<file path="src/rtl/mc_sync_fifo.sv">
// Single-clock multi-channel FIFO: NUM_CH logical queues share one storage array.
// Optional macro MC_FIFO_ERR_STICKY_EN makes OVF/UDF sticky until ERR_CLR or RST.
module mc_sync_fifo #(
  parameter int addr_width = 4,
  parameter int data_width = 9,
  parameter int NUM_CH     = 4,
  parameter int AF_MARGIN  = 2,
  parameter int AE_MARGIN  = 2,
  localparam int CH_W      = (NUM_CH > 1) ? $clog2(NUM_CH) : 1
) (
  input  logic                  CLK,
  input  logic                  RST,
  input  logic                  W_EN,
  input  logic [CH_W-1:0]       W_CH,
  input  logic [data_width-1:0] W_DATA,
  input  logic                  R_EN,
  input  logic [CH_W-1:0]       R_CH,
  output logic [data_width-1:0] R_DATA,
  output logic                  R_VALID,
  output logic [NUM_CH-1:0]     FULL,
  output logic [NUM_CH-1:0]     EMPTY,
  output logic [NUM_CH-1:0]     ALMOST_FULL,
  output logic [NUM_CH-1:0]     ALMOST_EMPTY,
  output logic [NUM_CH-1:0]     OVF,
  output logic [NUM_CH-1:0]     UDF,
  input  logic [NUM_CH-1:0]     ERR_CLR
);

  localparam int DEPTH = 2 ** addr_width;
  localparam int PW    = addr_width + 1;
  localparam int MW    = CH_W + addr_width;
  localparam logic [PW-1:0]   DEPTH_P  = PW'(DEPTH);
  localparam logic [PW-1:0]   AF_TH    = PW'(DEPTH - AF_MARGIN);
  localparam logic [PW-1:0]   AE_TH    = PW'(AE_MARGIN);
  localparam logic [CH_W:0]   NUM_CH_P = (CH_W + 1)'(NUM_CH);

  logic [data_width-1:0] mem [NUM_CH*DEPTH];
  logic [PW-1:0] wptr [NUM_CH];
  logic [PW-1:0] rptr [NUM_CH];
  logic [PW-1:0] cnt  [NUM_CH];

  // Flags come purely from registered pointers, so they reflect the state
  // at the start of a cycle; there is no write-to-read bypass.
  always_comb begin
    FULL         = '0;
    EMPTY        = '0;
    ALMOST_FULL  = '0;
    ALMOST_EMPTY = '0;
    for (int c = 0; c < NUM_CH; c++) begin
      cnt[c]          = wptr[c] - rptr[c];
      EMPTY[c]        = (cnt[c] == '0);
      FULL[c]         = (cnt[c] == DEPTH_P);
      ALMOST_FULL[c]  = (cnt[c] >= AF_TH);
      ALMOST_EMPTY[c] = (cnt[c] <= AE_TH);
    end
  end

  // Request semantics: W_EN/R_EN are one-cycle requests with no back-pressure;
  // a request is accepted at the edge if its channel is in range and not
  // full/empty, otherwise it is dropped and flagged on OVF/UDF.
  logic              w_ch_ok, r_ch_ok, wr_ok, rd_ok;
  logic [CH_W-1:0]   w_err_ch, r_err_ch;
  logic [PW-1:0]     wptr_sel, rptr_sel;
  logic [MW-1:0]     waddr, raddr;
  logic [NUM_CH-1:0] ovf_set, udf_set;

  always_comb begin
    w_ch_ok  = ({1'b0, W_CH} < NUM_CH_P);
    r_ch_ok  = ({1'b0, R_CH} < NUM_CH_P);
    wr_ok    = W_EN && w_ch_ok && !FULL[W_CH];
    rd_ok    = R_EN && r_ch_ok && !EMPTY[R_CH];
    w_err_ch = w_ch_ok ? W_CH : '0;
    r_err_ch = r_ch_ok ? R_CH : '0;
    ovf_set  = (W_EN && !wr_ok) ? (NUM_CH'(1) << w_err_ch) : '0;
    udf_set  = (R_EN && !rd_ok) ? (NUM_CH'(1) << r_err_ch) : '0;
    wptr_sel = wptr[W_CH];
    rptr_sel = rptr[R_CH];
    waddr    = {W_CH, wptr_sel[addr_width-1:0]};
    raddr    = {R_CH, rptr_sel[addr_width-1:0]};
  end

  // Storage is deliberately left uncleared by reset.
  always_ff @(posedge CLK) begin
    if (!RST && wr_ok) mem[waddr] <= W_DATA;
  end

  always_ff @(posedge CLK) begin
    if (RST) begin
      for (int c = 0; c < NUM_CH; c++) begin
        wptr[c] <= '0;
        rptr[c] <= '0;
      end
      R_DATA  <= '0;
      R_VALID <= 1'b0;
      OVF     <= '0;
      UDF     <= '0;
    end else begin
      if (wr_ok) wptr[W_CH] <= wptr_sel + PW'(1);
      if (rd_ok) begin
        rptr[R_CH] <= rptr_sel + PW'(1);
        R_DATA     <= mem[raddr];
      end
      R_VALID <= rd_ok;
`ifdef MC_FIFO_ERR_STICKY_EN
      // Set has priority over a same-cycle clear.
      OVF <= (OVF & ~ERR_CLR) | ovf_set;
      UDF <= (UDF & ~ERR_CLR) | udf_set;
`else
      OVF <= ovf_set;
      UDF <= udf_set;
`endif
    end
  end

`ifndef MC_FIFO_ERR_STICKY_EN
  logic unused_err_clr;
  assign unused_err_clr = ^ERR_CLR;
`endif

endmodule

</file>
<file path="config.mk">
export PLATFORM = sky130hd
export DESIGN_NAME = mc_sync_fifo
export DESIGN_NICKNAME = d
export VERILOG_FILES = /design/src/rtl/mc_sync_fifo.sv
export SDC_FILE = /design/constraint.sdc
export NUM_CORES = 1
export LEC_CHECK = 0
export CAP_MARGIN = 20
export CORE_MARGIN = 10
export CORE_UTILIZATION = 50
export CTS_CLUSTER_SIZE = 24
export DETAILED_ROUTE_END_ITERATION = 10
export MAX_ROUTING_LAYER = met4
export PLACE_DENSITY = 0.72
export SETUP_SLACK_MARGIN = 0.1
export SYNTH_ARGS = -nofsm -noshare
export SYNTH_HDL_FRONTEND = slang
export SYNTH_SLANG_ARGS = --single-unit
</file>
<file path="constraint.sdc">
create_clock -name CLK -period 6.6 [get_ports CLK]
set_input_delay 0.66 -clock CLK [delete_from_list [all_inputs] [get_ports CLK]]
set_output_delay 0.66 -clock CLK [all_outputs]
set_load 0.05 [all_outputs]
</file>
# == After elaboration in Yosys (flattened, before gate mapping) ==
# Memories as Yosys holds them, arrays and structs flattened. A register that Yosys moved wholly into a read port is not among the register bits.
# Cells that the tools add are included.
# word_totals
regBits,9
latch_bits,0
ramBits,616
rom_bits,0
input_bits,21
out_inout_bits,34
elab_cells,68
memories,3
# mem_list
memory,words,width,read_ports,rd_clocked_by_memory_dff,write_ports,line,source
mem,64,9,1,1,1,37,logic [data_width-1:0] mem [NUM_CH*DEPTH];
rptr,4,5,5,0,4,39,logic [PW-1:0] rptr [NUM_CH];
wptr,4,5,5,0,4,38,logic [PW-1:0] wptr [NUM_CH];
# op_classes
n_addsub,6
multipliers,0
n_div,0
n_lt_le_gt_ge,10
eq_ne,4
n_shift,2
muxes,20
n_bitwise,2
n_reduce_logical,18
# ops
cell,count
$eq A5 B5 Y1 const B,4
$ge A5 B4 Y1 const B,4
$le A5 B2 Y1 const B,4
$logic_not A5 Y1,4
$sub A5 B5 Y5,4
$mux W1,14
$add A5 B1 Y5 const B,2
$mux W5,2
$reduce_or A5 Y1,2
$shl A1 B2 Y4 const A,2
$lt A2 B3 Y1 const B,2
$logic_and A1 B1 Y1,5
$logic_not A1 Y1,5
$bmux W1 S2,2
$mux W2,2
$reduce_or A2 Y1,2
$not A1 Y1,2

# == Longest topological paths before layout ==
# An unclocked memory read counts as a cell.
# logic_depth
ltp_word,12
depth_mapped,13
depth_no_buf,11

# == Worst setup path before layout ==
# OpenSTA, ideal clock, no wires.
# synth_path
path_kind,register to output
start,mem wptr[0][0] (netlist name)
end,out ALMOST_EMPTY[0]
arrival_time_ns,3.992
path_slack_ns,1.948
path_stages_with_launch,9
cell_sequence,edfxtp_1 -> inv_1 -> ha_1 -> inv_1 -> fa_1 -> a21o_1 -> a21oi_1 -> xnor2_1 -> a2111oi_0
# synth_lines
item,line,source
from (decl),38,
to (decl),23,"output logic [NUM_CH-1:0] ALMOST_EMPTY,"

==> run_results.csv <==
group,metric,value,unit
run_status,status,"finished clean",
global_route,grt_pass1_wl,86300,um
timing,final_max_slew_viol_count,0,
timing,tightest_slew,1070,ps
logic_synthesis,post-synth-top-count-cell,"edfxtp_1",
die,die_h,250,um
worst_hold_path,worst_hold_path_type,"input pin to register",
drt,drtPass1Iterations,5,
timing,post-route-min-period,4380,ps
pwr,p_comb_share,11.6,%
logic_synthesis,synthesis.area,26400,um2
layout,nNetsFinal,1674,
layout,fin_area,29600,um2
logic_synthesis,synthFlopType,"edfxtp_1",
global_route,first_global_vias,14000,
clocking,clock_latency,650,ps
critical_path,critPathCaptureType,"output port",
logic_synthesis,synth_top_area_share,70.0,%
global_route,antenna_found_initial,0,
logic_synthesis,synth_edf_count,616,
layout,drive_above_1_share,13.4,%
timing,hold_viol,0,
layout,seq_area,18900,um2
pwr,p_seq_share,49.7,%
clocking,clkSlewWorstSetupHoldPaths,60,ps
placement,dp_hpwl,34900,um
drt,num_vias,14100,
pwr,p_switching,2.17,mW
die,die-area,62400,um2
drt,drt_iter0_drc,1404,
drt,antenna_left,0,
pwr,power.internal,6.85,mW
logic_synthesis,syn_area_per_cell,16.7,um2
die,io_pins,55,
global_route,overflow,0,
pwr,power,9.02,mW
logic_synthesis,synth_top_cell_by_area,"edfxtp_1",
timing,setup_tns,0,ps
logic_synthesis,async_flop_share,0,%
die,std_cell_rows,84,
clocking,cts-buffers-inserted,61,
logic_synthesis,ys_types,50,
logic_synthesis,syn-num-nets,1627,
timing,fin_skew,28.5,ps
timing,finalSetupViolCount,0,
global_route,grt_max_degree,101,
timing,rsz0062_at_grt,"no",
flow_run,maxCapViolations,0,
pwr,netSwitchingFraction,24.1,%
critical_path,worst-setup-path-type,"register to output port",
logic_synthesis,synthCells,1584,
clocking,cts_root_buffer,"clkbuf_16",
global_route,grt_usage,18.5,%
timing,relSlewSlack,28.6,%
timing,fin_crit_sh,66.4,%
logic_synthesis,yosysWarnings,0,
placement,postPlaceCellArea,27500,um2
layout,multi_input_area,6920,um2
logic_synthesis,synth_common_cells,"616 x edfxtp_1, 204 x mux2i_1, 115 x nor2_1, 63 x a211oi_1, 63 x nor2b_1",
timing,hold_ws,372,ps
critical_path,regToRegSetupSlack,2410,ps
logic_synthesis,synth_area_leaders,"edfxtp_1 70%, mux2i_1 7.7%, mux4_2 3.8%",
critical_path,critPathArrivalTime,3720,ps
clocking,cts-hold-fix-buffers,0,
drt,wl_per_cell,24.3,um
logic_synthesis,ys_ff_latch,634,
die,die_x,250,um
drt,wl,57500,um
placement,io_buffer_count,50,
layout,diodes,0,
timing,max_freq,228,MHz
clocking,cts_max_path_buffers,3,
critical_path,cp.required,5940,ps
pwr,power.density,305,nW/um2
pwr,p_leak,9.67,nW
clocking,cts_num_sinks,634,
pwr,clockPowerShare,38.7,%
clocking,cts_tree,"built",
critical_path,cp-start-kind,"register",
critical_path,crit_path_max_fanout,4,
layout,fillers,3921,
clocking,cts-resized-gates,0,
die,core-area,52400,um2
die,start_util,50.4,%
drt,via_per_inst,5.97,
clocking,cts-htree-levels,2,
drt,route.detailed.drc,0,
placement,gp_congestion,0.838,
logic_synthesis,yosysSeqAreaShare,71.4,%
layout,syn_to_final_growth,11.9,%
clocking,post_cts_buffers,0,
pwr,ir_drop,281,uV
[layout make-up]
type / instances / area share [%]
clock buffer: 79 / 5.63
clock inverter: 35 / 1.19
inverter: 37 / 0.470
multi-input combinational: 816 / 23.4
sequential: 634 / 63.8
tap: 688 / 2.91
timing repair buffer: 81 / 2.62
[stage by stage]
step | utilization, % | worst slack (ps) | cells
after floorplan | - | 1950 | 1584
after global placement | 52.4 | 1900 | 2250
after detailed placement | 52.4 | 1860 | 2250
after CTS | 56.2 | 2170 | 2364
after global routing | 56.4 | 2010 | 2370
final | 56.4 | 2220 | 2370
[worst max-delay path, stage by stage, from the launching register on]
cell	delay (ps)
edfxtp_1	390
inv_1	70
ha_1	160
inv_1	60
fa_1	390
a21o_1	170
a21oi_1	270
xor2_1	230
o211ai_1	240
buf_4	250
inv_1	60
clkdlybuf4s50_1	790
[cells in the final DEF, fill, tap and decap left out, types with 12 or more instances in the layout]
master and instances:
o22ai_1 16, edfxtp_1 616, inv_1 37, mux4_2 42
o211ai_1 18, mux2i_1 204, clkdlybuf4s50_1 41, xor2_1 12
mux2_2 43, dfxtp_1 18, clkinv_2 12, clkbuf_16 62
nor2_1 114, nor2b_1 63, ha_1 18, a21oi_1 40
a211o_1 16, clkbuf_1 12, nand2_1 20, nand2b_1 20
buf_4 24, a211oi_1 63
[cell families (layout without fill, tap and decap cells)]
group                    after synthesis  after routing  synth area share [%]
flip-flops                           634            634                  71.4
multiplexers                         291            291                  13.3
AND/OR/NAND/NOR                      251            251                  4.63
AO/OA/AOI/OAI                        230            230                  6.35
buffers and inverters                134            232                  2.46
adder cells (fa/ha/maj)               22             22                  1.16
XOR/XNOR                              22             22                 0.729
[final timing paths]
kind	from	to	cells after the start
min	W_DATA[4]	mem[18][4]	1
max reg2reg	wptr[0][0]	mem[12][8]	11
max	wptr[3][0]	EMPTY[3]	11
min reg2reg	R_DATA[4]	R_DATA[4]	1
[power groups by stage]
stage          combinational, mW  clock, mW  sequential [mW]
4_1_cts                     1.04       3.54             4.48
2_1_floorplan              0.689          0             4.58
3_5_place_dp                1.03          0             4.57
3_3_place_gp                1.01          0             4.56
5_1_grt                     1.12       3.69             4.48
6_report                    1.05       3.49             4.48
[per-layer routing]
metal | part of all wire [%] | routed length, um | up-vias | track usage [%]
met5 | 0 | 0 | - | -
li1 | - | - | 6302 | -
met2 | 48 | 27600 | 559 | 28.9
met1 | 42 | 24400 | 7169 | 24.6
met4 | 2.7 | 1550 | 0 | 5.97
met3 | 7.0 | 4030 | 111 | 2.89
[flip-flops by register name, indices dropped and copies added (netlist names)]
signal and flops:
OVF 4, R_DATA 9, R_VALID 1, UDF 4, mem 576, rptr 20
wptr 20
(Power assumes the default switching activity.)
